==> src/rtl/gru_pkg.sv <==
// Shared types and constants for the GRU gate sequencer: FSM states, MAC opcodes,
// gate encodings and default geometry.
package gru_pkg;

  localparam int unsigned NIn  = 24;
  localparam int unsigned NHid = 24;
  localparam int unsigned WAw  = 11;
  localparam int unsigned BAw  = 7;
  localparam int unsigned VAw  = 5;

  typedef enum logic [2:0] {
    StIdle,
    StBias,
    StInw,
    StRecw,
    StAct,
    StDone
  } state_e;

  localparam logic [1:0] MacOpBias = 2'd0;
  localparam logic [1:0] MacOpIn   = 2'd1;
  localparam logic [1:0] MacOpRec  = 2'd2;

  localparam logic [1:0] GateZ = 2'd0;
  localparam logic [1:0] GateR = 2'd1;
  localparam logic [1:0] GateH = 2'd2;

endpackage

==> src/rtl/gru_addr_gen.sv <==
// Multiplier-free address generator: a running per-neuron base plus a strided weight
// pointer and a beat index, driven by strobes from the sequencer FSM.
module gru_addr_gen
  import gru_pkg::*;
#(
  parameter int unsigned N_HID = NHid,
  parameter int unsigned W_AW  = WAw,
  parameter int unsigned B_AW  = BAw,
  parameter int unsigned V_AW  = VAw
) (
  input  logic            clk_i,
  input  logic            rst_i,
  input  logic            clear_i,
  input  logic            step_i,
  input  logic            rewind_i,
  input  logic            next_i,
  output logic [W_AW-1:0] w_addr_o,
  output logic [B_AW-1:0] bias_addr_o,
  output logic [V_AW-1:0] vec_addr_o
);

  // One row of the flattened weight store spans all three gates.
  localparam logic [W_AW-1:0] Stride = W_AW'(3 * N_HID);

  logic [B_AW-1:0] base_q, base_d;
  logic [W_AW-1:0] w_q, w_d;
  logic [V_AW-1:0] k_q, k_d;

  always_comb begin
    base_d = base_q;
    w_d    = w_q;
    k_d    = k_q;
    if (clear_i) begin
      base_d = '0;
      w_d    = '0;
      k_d    = '0;
    end else if (next_i) begin
      // Base runs on across gates, so g*N_HID+n needs no multiply.
      base_d = base_q + B_AW'(1);
      w_d    = W_AW'(base_d);
      k_d    = '0;
    end else if (rewind_i) begin
      w_d = W_AW'(base_q);
      k_d = '0;
    end else if (step_i) begin
      w_d = w_q + Stride;
      k_d = k_q + V_AW'(1);
    end
  end

  always_ff @(posedge clk_i) begin
    if (rst_i) begin
      base_q <= '0;
      w_q    <= '0;
      k_q    <= '0;
    end else begin
      base_q <= base_d;
      w_q    <= w_d;
      k_q    <= k_d;
    end
  end

  assign w_addr_o    = w_q;
  assign bias_addr_o = base_q;
  assign vec_addr_o  = k_q;

endmodule

==> src/rtl/gru_gate_sequencer.sv <==
// Sequences one GRU timestep (gates z, r, h~) over a single shared MAC: per neuron a bias
// load, N_IN input beats, N_HID recurrent beats, then an activation handshake.
module gru_gate_sequencer
  import gru_pkg::*;
#(
  parameter int unsigned N_IN  = NIn,
  parameter int unsigned N_HID = NHid,
  parameter int unsigned W_AW  = WAw,
  parameter int unsigned B_AW  = BAw,
  parameter int unsigned V_AW  = VAw
) (
  input  logic            clk,
  input  logic            rst,
  input  logic            start,
  output logic            busy,
  output logic            done,
  output logic            mac_valid,
  input  logic            mac_ready,
  output logic [1:0]      mac_op,
  output logic            mac_last,
  output logic [B_AW-1:0] bias_addr,
  output logic [W_AW-1:0] w_addr,
  output logic [V_AW-1:0] vec_addr,
  output logic            rh_sel,
  output logic [1:0]      gate_id,
  output logic [V_AW-1:0] neuron_id,
  output logic            act_start,
  input  logic            act_done
);

  state_e          state_q, state_d;
  logic [1:0]      gate_q, gate_d;
  logic [V_AW-1:0] neuron_q, neuron_d;
  logic            act_first_q, act_first_d;

  logic ag_clear, ag_step, ag_rewind, ag_next;
  logic accept, last_in, last_rec;

  gru_addr_gen #(
    .N_HID (N_HID),
    .W_AW  (W_AW),
    .B_AW  (B_AW),
    .V_AW  (V_AW)
  ) u_addr_gen (
    .clk_i       (clk),
    .rst_i       (rst),
    .clear_i     (ag_clear),
    .step_i      (ag_step),
    .rewind_i    (ag_rewind),
    .next_i      (ag_next),
    .w_addr_o    (w_addr),
    .bias_addr_o (bias_addr),
    .vec_addr_o  (vec_addr)
  );

  assign accept   = mac_valid & mac_ready;
  assign last_in  = (vec_addr == V_AW'(N_IN - 1));
  assign last_rec = (vec_addr == V_AW'(N_HID - 1));

  always_comb begin
    state_d     = state_q;
    gate_d      = gate_q;
    neuron_d    = neuron_q;
    act_first_d = 1'b0;
    ag_clear    = 1'b0;
    ag_step     = 1'b0;
    ag_rewind   = 1'b0;
    ag_next     = 1'b0;
    mac_valid   = 1'b0;
    mac_op      = MacOpBias;

    unique case (state_q)
      StIdle: begin
        if (start) begin
          state_d  = StBias;
          gate_d   = GateZ;
          neuron_d = '0;
          ag_clear = 1'b1;
        end
      end
      StBias: begin
        mac_valid = 1'b1;
        if (accept) state_d = StInw;
      end
      StInw: begin
        mac_valid = 1'b1;
        mac_op    = MacOpIn;
        if (accept) begin
          if (last_in) begin
            state_d   = StRecw;
            ag_rewind = 1'b1;
          end else begin
            ag_step = 1'b1;
          end
        end
      end
      StRecw: begin
        mac_valid = 1'b1;
        mac_op    = MacOpRec;
        if (accept) begin
          if (last_rec) begin
            state_d     = StAct;
            act_first_d = 1'b1;
          end else begin
            ag_step = 1'b1;
          end
        end
      end
      StAct: begin
        if (act_done) begin
          if (neuron_q != V_AW'(N_HID - 1)) begin
            neuron_d = neuron_q + V_AW'(1);
            ag_next  = 1'b1;
            state_d  = StBias;
          end else if (gate_q != GateH) begin
            gate_d   = gate_q + 2'd1;
            neuron_d = '0;
            ag_next  = 1'b1;
            state_d  = StBias;
          end else begin
            state_d = StDone;
          end
        end
      end
      StDone: begin
        state_d = StIdle;
      end
      default: begin
        state_d = StIdle;
      end
    endcase
  end

  always_ff @(posedge clk) begin
    if (rst) begin
      state_q     <= StIdle;
      gate_q      <= GateZ;
      neuron_q    <= '0;
      act_first_q <= 1'b0;
    end else begin
      state_q     <= state_d;
      gate_q      <= gate_d;
      neuron_q    <= neuron_d;
      act_first_q <= act_first_d;
    end
  end

  assign busy      = (state_q != StIdle) && (state_q != StDone);
  assign done      = (state_q == StDone);
  assign mac_last  = (state_q == StRecw) && last_rec;
  // The candidate gate consumes r*h, so every r is final before gate 2 starts.
  assign rh_sel    = (gate_q == GateH);
  assign gate_id   = gate_q;
  assign neuron_id = neuron_q;
  assign act_start = (state_q == StAct) && act_first_q;

endmodule

==> config.mk <==
export PLATFORM = sky130hd
export DESIGN_NAME = gru_gate_sequencer
export DESIGN_NICKNAME = d
export VERILOG_FILES = /design/src/rtl/gru_pkg.sv /design/src/rtl/gru_addr_gen.sv /design/src/rtl/gru_gate_sequencer.sv
export SDC_FILE = /design/constraint.sdc
export NUM_CORES = 1
export LEC_CHECK = 0
export CORE_UTILIZATION = 23
export CTS_BUF_LIST = sky130_fd_sc_hd__clkbuf_2 sky130_fd_sc_hd__clkbuf_4 sky130_fd_sc_hd__clkbuf_8
export DETAILED_ROUTE_END_ITERATION = 7
export PLACE_DENSITY = 0.48
export SLEW_MARGIN = 20
export SYNTH_ARGS = -nofsm -noshare
export SYNTH_HDL_FRONTEND = slang
export SYNTH_SLANG_ARGS = --single-unit
==> constraint.sdc <==
create_clock -name clk -period 3.56 [get_ports clk]
set_input_delay 0.712 -clock clk [delete_from_list [all_inputs] [get_ports clk]]
set_output_delay 0.712 -clock clk [all_outputs]
set_load 0.02 [all_outputs]
==> results of run 1 <==
==> layer usage <==
layer | vias to the layer above | GRT usage | share of wire
li1 | 834 | - | -
met1 | 737 | 0.163 | 0.51
met2 | 31 | 0.167 | 0.44
met3 | 4 | 0.0320 | 0.043
met4 | 0 | 0.0423 | 0.0097
met5 | - | 0 | 0
==> cell type report <==
class | instances | area, sq um | area share
clock buffer | 7 | 90.1 | 0.0366
timing repair buffer | 42 | 420 | 0.171
clock inverter | 1 | 5.00 | 0.00203
tap | 102 | 128 | 0.0519
sequential | 34 | 681 | 0.277
inverter | 4 | 15.0 | 0.00610
multi-input combinational | 165 | 1120 | 0.456
==> power breakdown <==
| part | total, mW | internal [mW] | switching [mW] |
|---|---|---|---|
| Combinational | 0.223 | 0.101 | 0.122 |
| Clock | 0.306 | 0.164 | 0.142 |
| Sequential | 0.434 | 0.391 | 0.0423 |
| Total | 0.963 | 0.656 | 0.307 |
==> placed cells by master (no fill, tap or decap), types with 3 or more instances in the layout <==
cell	count
inv_1	4
clkbuf_8	6
clkdlybuf4s50_1	42
dfxtp_1	34
o211ai_1	3
xor2_1	11
nand2_1	23
or3_1	5
a31oi_1	3
and2_1	4
mux2i_1	4
nand3_1	9
xnor2_1	8
ha_1	5
and4b_1	3
and3_1	3
a21oi_1	11
nor2_1	26
o21ai_0	6
==> cells by family after synthesis <==
logic type	count (synthesis)
compound gates	41
fa+ha+maj	5
buf+inv	17
mux	6
flops	34
xor+xnor	19
simple gates	94
==> path summary, 6_finish.rpt <==
path | start | endpoint | slack, ns | cells after the start
max | state_q[2] | act_start | 0.71 | 3
min | gate_id[1] | gate_id[1] | 0.47 | 2
max reg2reg | neuron_id[0] | gate_id[0] | 1.48 | 6
min reg2reg | gate_id[1] | gate_id[1] | 0.47 | 2
==> sequential cells by signal, indices dropped and copies added, names as in the netlist <==
name                    flops
state_q                     3
neuron_id                   5
u_addr_gen.vec_addr_o       5
act_first_q                 1
u_addr_gen.w_addr_o        11
gate_id                     2
u_addr_gen.bias_addr_o      7
==> per-stage QoR <==
stage	total power [mW]	worst slack, ns	cells
detailed placement	0.666	0.957	347
CTS	0.975	0.683	355
global route	1.02	0.547	355
floorplan	0.605	1.64	216
global placement	0.667	1.01	347
finish	0.963	0.715	355
==> tightest hold or removal path, delay by kind of cell, from the launching register on <==
| kind | cells | cell delay, ns |
|---|---|---|
| flip-flops | 1 | 0.33 |
| AO/OA/AOI/OAI | 1 | 0.05 |
| AND/OR/NAND/NOR | 1 | 0.06 |
==> results.json, run 1 <==
{
  "worst_setup_path_start_kind": "flip-flop",
  "via_per_inst": 4.52,
  "syn_inst": 216,
  "cts_htree_levels": 2,
  "first_pass_iters": 4,
  "grt_pass1_wl_microns": 7890,
  "status": "finished clean",
  "grt_overflow": 0,
  "cts_inserted_buffers": 5,
  "tritoncts": "yes",
  "place_area_sq_um": 2370,
  "fin_crit_ns": 2.85,
  "clock_latency_ns": 0.28,
  "root_buffer": "clkbuf_8",
  "finalMaxSlewViolations": 0,
  "worstPathArrival_ns": 2.13,
  "drcViolationCount": 0,
  "antenna_found_initial": 0,
  "hp-class": "reg2reg",
  "worst_pin_slew_ns": 0.618,
  "path_cells": "nor3b_2 > and2_1 > clkdlybuf4s50_1",
  "synth_ff_type": "dfxtp_1",
  "fin_util": 0.314,
  "cp_max_fo": 11,
  "cp.required_ns": 2.85,
  "cts_buffer_depth": 2,
  "ys_ff_latch": 34,
  "drive_above_1_share": 0.0909,
  "hpwl_microns": 3320,
  "finClkSkew_ns": 0.00856,
  "grt_max_degree": 18,
  "synth_warnings": 0,
  "worst_path_max_delay_cell": "dfxtp_1",
  "yosysTopAreaCell": "dfxtp_1",
  "synth.area.top_cells": "dfxtp_1, nor2_1, xor2_1",
  "synth_cell_type_count": 52,
  "vdd_drop_max_mv": 0.102,
  "clock-sinks": 34,
  "post_drt_wl_per_cell_microns": 13.1,
  "synth_compound_area_frac": 0.153,
  "area_growth_pct": 29.4,
  "synth_edf_count": 0,
  "cts.clk_slew.worst_paths_ns": 0.07,
  "synth_area_sq_um": 1900,
  "end_kind": "output port",
  "avgSynthCellArea_sq_um": 8.80,
  "hold_slack_ns": 0.472,
  "setup_violations": 0,
  "async_flop_share": 0,
  "final_area_sq_um": 2460,
  "rsz0062_at_grt": "false",
  "drt_iter0_drc": 44,
  "yosysSeqAreaShare": 0.358,
  "ant_nets": 0,
  "cp_num_buf_inv": 1,
  "start_util": 0.242,
  "critPathMaxStageDelay_ns": 0.64,
  "port_buffers": 42,
  "synth_top_area_frac": 0.358,
  "ys_top_cells_by_count": "dfxtp_1, nor2_1, nand2_1, a21oi_1, xor2_1",
  "synth_xor_area_frac": 0.0875,
  "maxSlewHeadroom": 0.588,
  "fmaxAchievable_mhz": 351,
  "cts_setup_buffers": 0,
  "hold_viol": 0,
  "io_pins": 43,
  "dieWidth_microns": 92.9,
  "tns_ns": 0,
  "critical-path-top-delay-family": "flip-flops",
  "coreArea_sq_um": 7850,
  "maxCapViolations": 0,
  "cts_resized": 0,
  "hold_buffers": 0,
  "path_class": "reg2out",
  "wl_microns": 4650,
  "syn_nets": 226,
  "grtUsageTotal": 0.116,
  "dr_total_vias": 1606,
  "n_antenna_cell": 0,
  "yosysMostFrequentCell": "dfxtp_1",
  "synthAdderAreaFrac": 0.0329,
  "synth_top_family_by_area": "simple AND/OR/NAND/NOR gates",
  "synthMuxAreaShare": 0.0329,
  "final_min_period_over_clock_period": 0.799,
  "globalplace.congestion": 0.762,
  "fillers": 875,
  "p_per_area_nw_per_um2": 391,
  "yosys.area_share.simple": 0.284,
  "die_area_sq_um": 8640,
  "p_leak_nw": 0.845,
  "die_h_microns": 92.9,
  "row_count": 32,
  "nets": 262,
  "grt_pass1_vias": 1573
}
Power figures use the tool's default switching activity.
==> run 2, diff against run 1 <==
==> constraint.sdc (replaced) <==
create_clock -name clk -period 2.7 [get_ports clk]
set_input_delay 0.54 -clock clk [delete_from_list [all_inputs] [get_ports clk]]
set_output_delay 0.54 -clock clk [all_outputs]
set_load 0.02 [all_outputs]
==> run 2 against run 1 <==
  * Core utilization grew 0.22 points
  * Critical endpoint is now mac_last
  * Combinational power grew 38%
  * Routed wire length shrank 2.6%
  * Clock power grew 21%
  * Global-route usage shrank 0.28 points
==> results.json, run 2 (synthesis results as in run 1) <==
{
  "finalMaxSlewViolations": 0,
  "antenna_found_initial": 0,
  "critical-path-top-delay-family": "buffers and inverters",
  "finClkSkew_ns": 0.00615,
  "pre_cts_ws_ns": 0.357,
  "cp.required_ns": 2.16,
  "hold_viol": 0,
  "globalplace.congestion": 0.746,
  "coreArea_sq_um": 7850,
  "critPathMaxStageDelay_ns": 0.61,
  "cts_setup_buffers": 0,
  "dr_total_vias": 1614,
  "switching_share": 0.316,
  "worst_path_max_delay_cell": "clkdlybuf4s50_1",
  "status": "finished clean",
  "largest_reg_flops": 11,
  "grt_pass1_vias": 1544,
  "cp_num_buf_inv": 1,
  "io_pins": 43,
  "path_cells": "ha_1 > and4b_1 > and3_1 > clkdlybuf4s50_1",
  "drive_above_1_share": 0.0980,
  "seq_power_share": 0.455,
  "cts_htree_levels": 2,
  "fmaxAchievable_mhz": 396,
  "drt_iter0_drc": 40,
  "nets": 266,
  "drcViolationCount": 0,
  "p_int_mw": 0.852,
  "worst_setup_path_start_kind": "flip-flop",
  "fillers": 864,
  "end_kind": "output port",
  "p_clk_frac": 0.298,
  "tritoncts": "yes",
  "fin_crit_ns": 2.52,
  "clock-sinks": 34,
  "hpwl_microns": 3320,
  "grt_pass1_wl_microns": 7660,
  "cts.clk_slew.worst_paths_ns": 0.07,
  "grtUsageTotal": 0.113,
  "die_area_sq_um": 8640,
  "final_cell_mix": "clkdlybuf4s50_1, dfxtp_1, nor2_1",
  "die_h_microns": 92.9,
  "rsz0062_at_grt": "false",
  "cts_resized": 0,
  "cts_inserted_buffers": 5,
  "n_antenna_cell": 0,
  "tns_ns": 0,
  "finalWorstSetupSlack_ns": 0.175,
  "p_per_area_nw_per_um2": 502,
  "hold_buffers": 0,
  "dieWidth_microns": 92.9,
  "post_drt_wl_per_cell_microns": 12.7,
  "p_leak_nw": 0.858,
  "clock_latency_ns": 0.28,
  "grt_max_degree": 18,
  "cp_max_fo": 4,
  "row_count": 32,
  "port_buffers": 42,
  "first_pass_iters": 4,
  "wl_microns": 4530,
  "area_growth_pct": 30.3,
  "layout_commonest_cell": "clkdlybuf4s50_1",
  "path_class": "reg2out",
  "hp-class": "reg2reg",
  "start_util": 0.242,
  "cts_buffer_depth": 2,
  "worstPathArrival_ns": 1.98,
  "root_buffer": "clkbuf_8",
  "ant_nets": 0,
  "grt_overflow": 0,
  "vdd_drop_max_mv": 0.148,
  "maxCapViolations": 0,
  "via_per_inst": 4.52,
  "maxSlewHeadroom": 0.600,
  "worst_pin_slew_ns": 0.599,
  "setup_violations": 0,
  "power.switching_mw": 0.393,
  "comb_power_share": 0.247,
  "final_min_period_over_clock_period": 0.935
}
[run 2: changes by cell type in the layout (fill, tap and decap cells not counted), sizes merged]
cell / previous run / this run
buf: 0 / 4
clkbuf: 7 / 6
clkinv: 1 / 0
[run 2: area by class of cell]
cell class	instances	area (sq um)	share of cell area
Inverter	4	15.0	0.00606
Tap cell	102	128	0.0515
Clock buffer	6	82.6	0.0333
Timing Repair Buffer	46	450	0.182
Multi-Input combinational cell	165	1120	0.453
Sequential cell	34	681	0.275
[run 2: power by group through the flow]
stage               sequential (mW)  combinational [mW]  clock [mW]
CTS                           0.565               0.310       0.384
global route                  0.572               0.335       0.407
floorplan                     0.545               0.253           0
finish                        0.566               0.307       0.371
global placement              0.577               0.310           0
detailed placement            0.577               0.309           0
[run 2: final timing paths]
| kind | start | endpoint | slack, ns | cells after the start |
|---|---|---|---|---|
| worst min register to register | gate_id[0] | gate_id[0] | 0.49 | 2 |
| worst max-delay path | u_addr_gen.vec_addr_o[0] | mac_last | 0.18 | 4 |
| worst max register to register | neuron_id[0] | u_addr_gen.w_addr_o[6] | 0.55 | 7 |
| worst min-delay path | gate_id[0] | gate_id[0] | 0.49 | 2 |
[run 2: worst register-to-register path: cells and delay by family (launching register included)]
family	cells	cell delay [ns]
AND/OR/NAND/NOR	2	0.72
AO/OA/AOI/OAI	3	0.48
flip-flops	1	0.41
adder cells (fa/ha/maj)	1	0.23
buffers and inverters	1	0.19
[run 2: metal layers]
metal,track usage,wire (microns),vias to the layer above
met2,0.169,2000,26
met1,0.154,2290,741
met5,0,0,-
met4,0.0423,51,0
met3,0.0328,184,4
li1,-,-,843
[run 2: metrics by stage]
step | std cells | utilization | hold WS, ns | power [mW] | area, sq um
3_5_place_dp | 351 | 0.305 | 0.476 | 0.885 | 2400
5_1_grt | 357 | 0.316 | 0.498 | 1.31 | 2480
6_report | 357 | 0.316 | 0.485 | 1.24 | 2480
4_1_cts | 357 | 0.316 | 0.488 | 1.26 | 2480
2_1_floorplan | 216 | - | 0.543 | 0.798 | 1900
3_3_place_gp | 351 | 0.305 | 0.470 | 0.887 | 2400
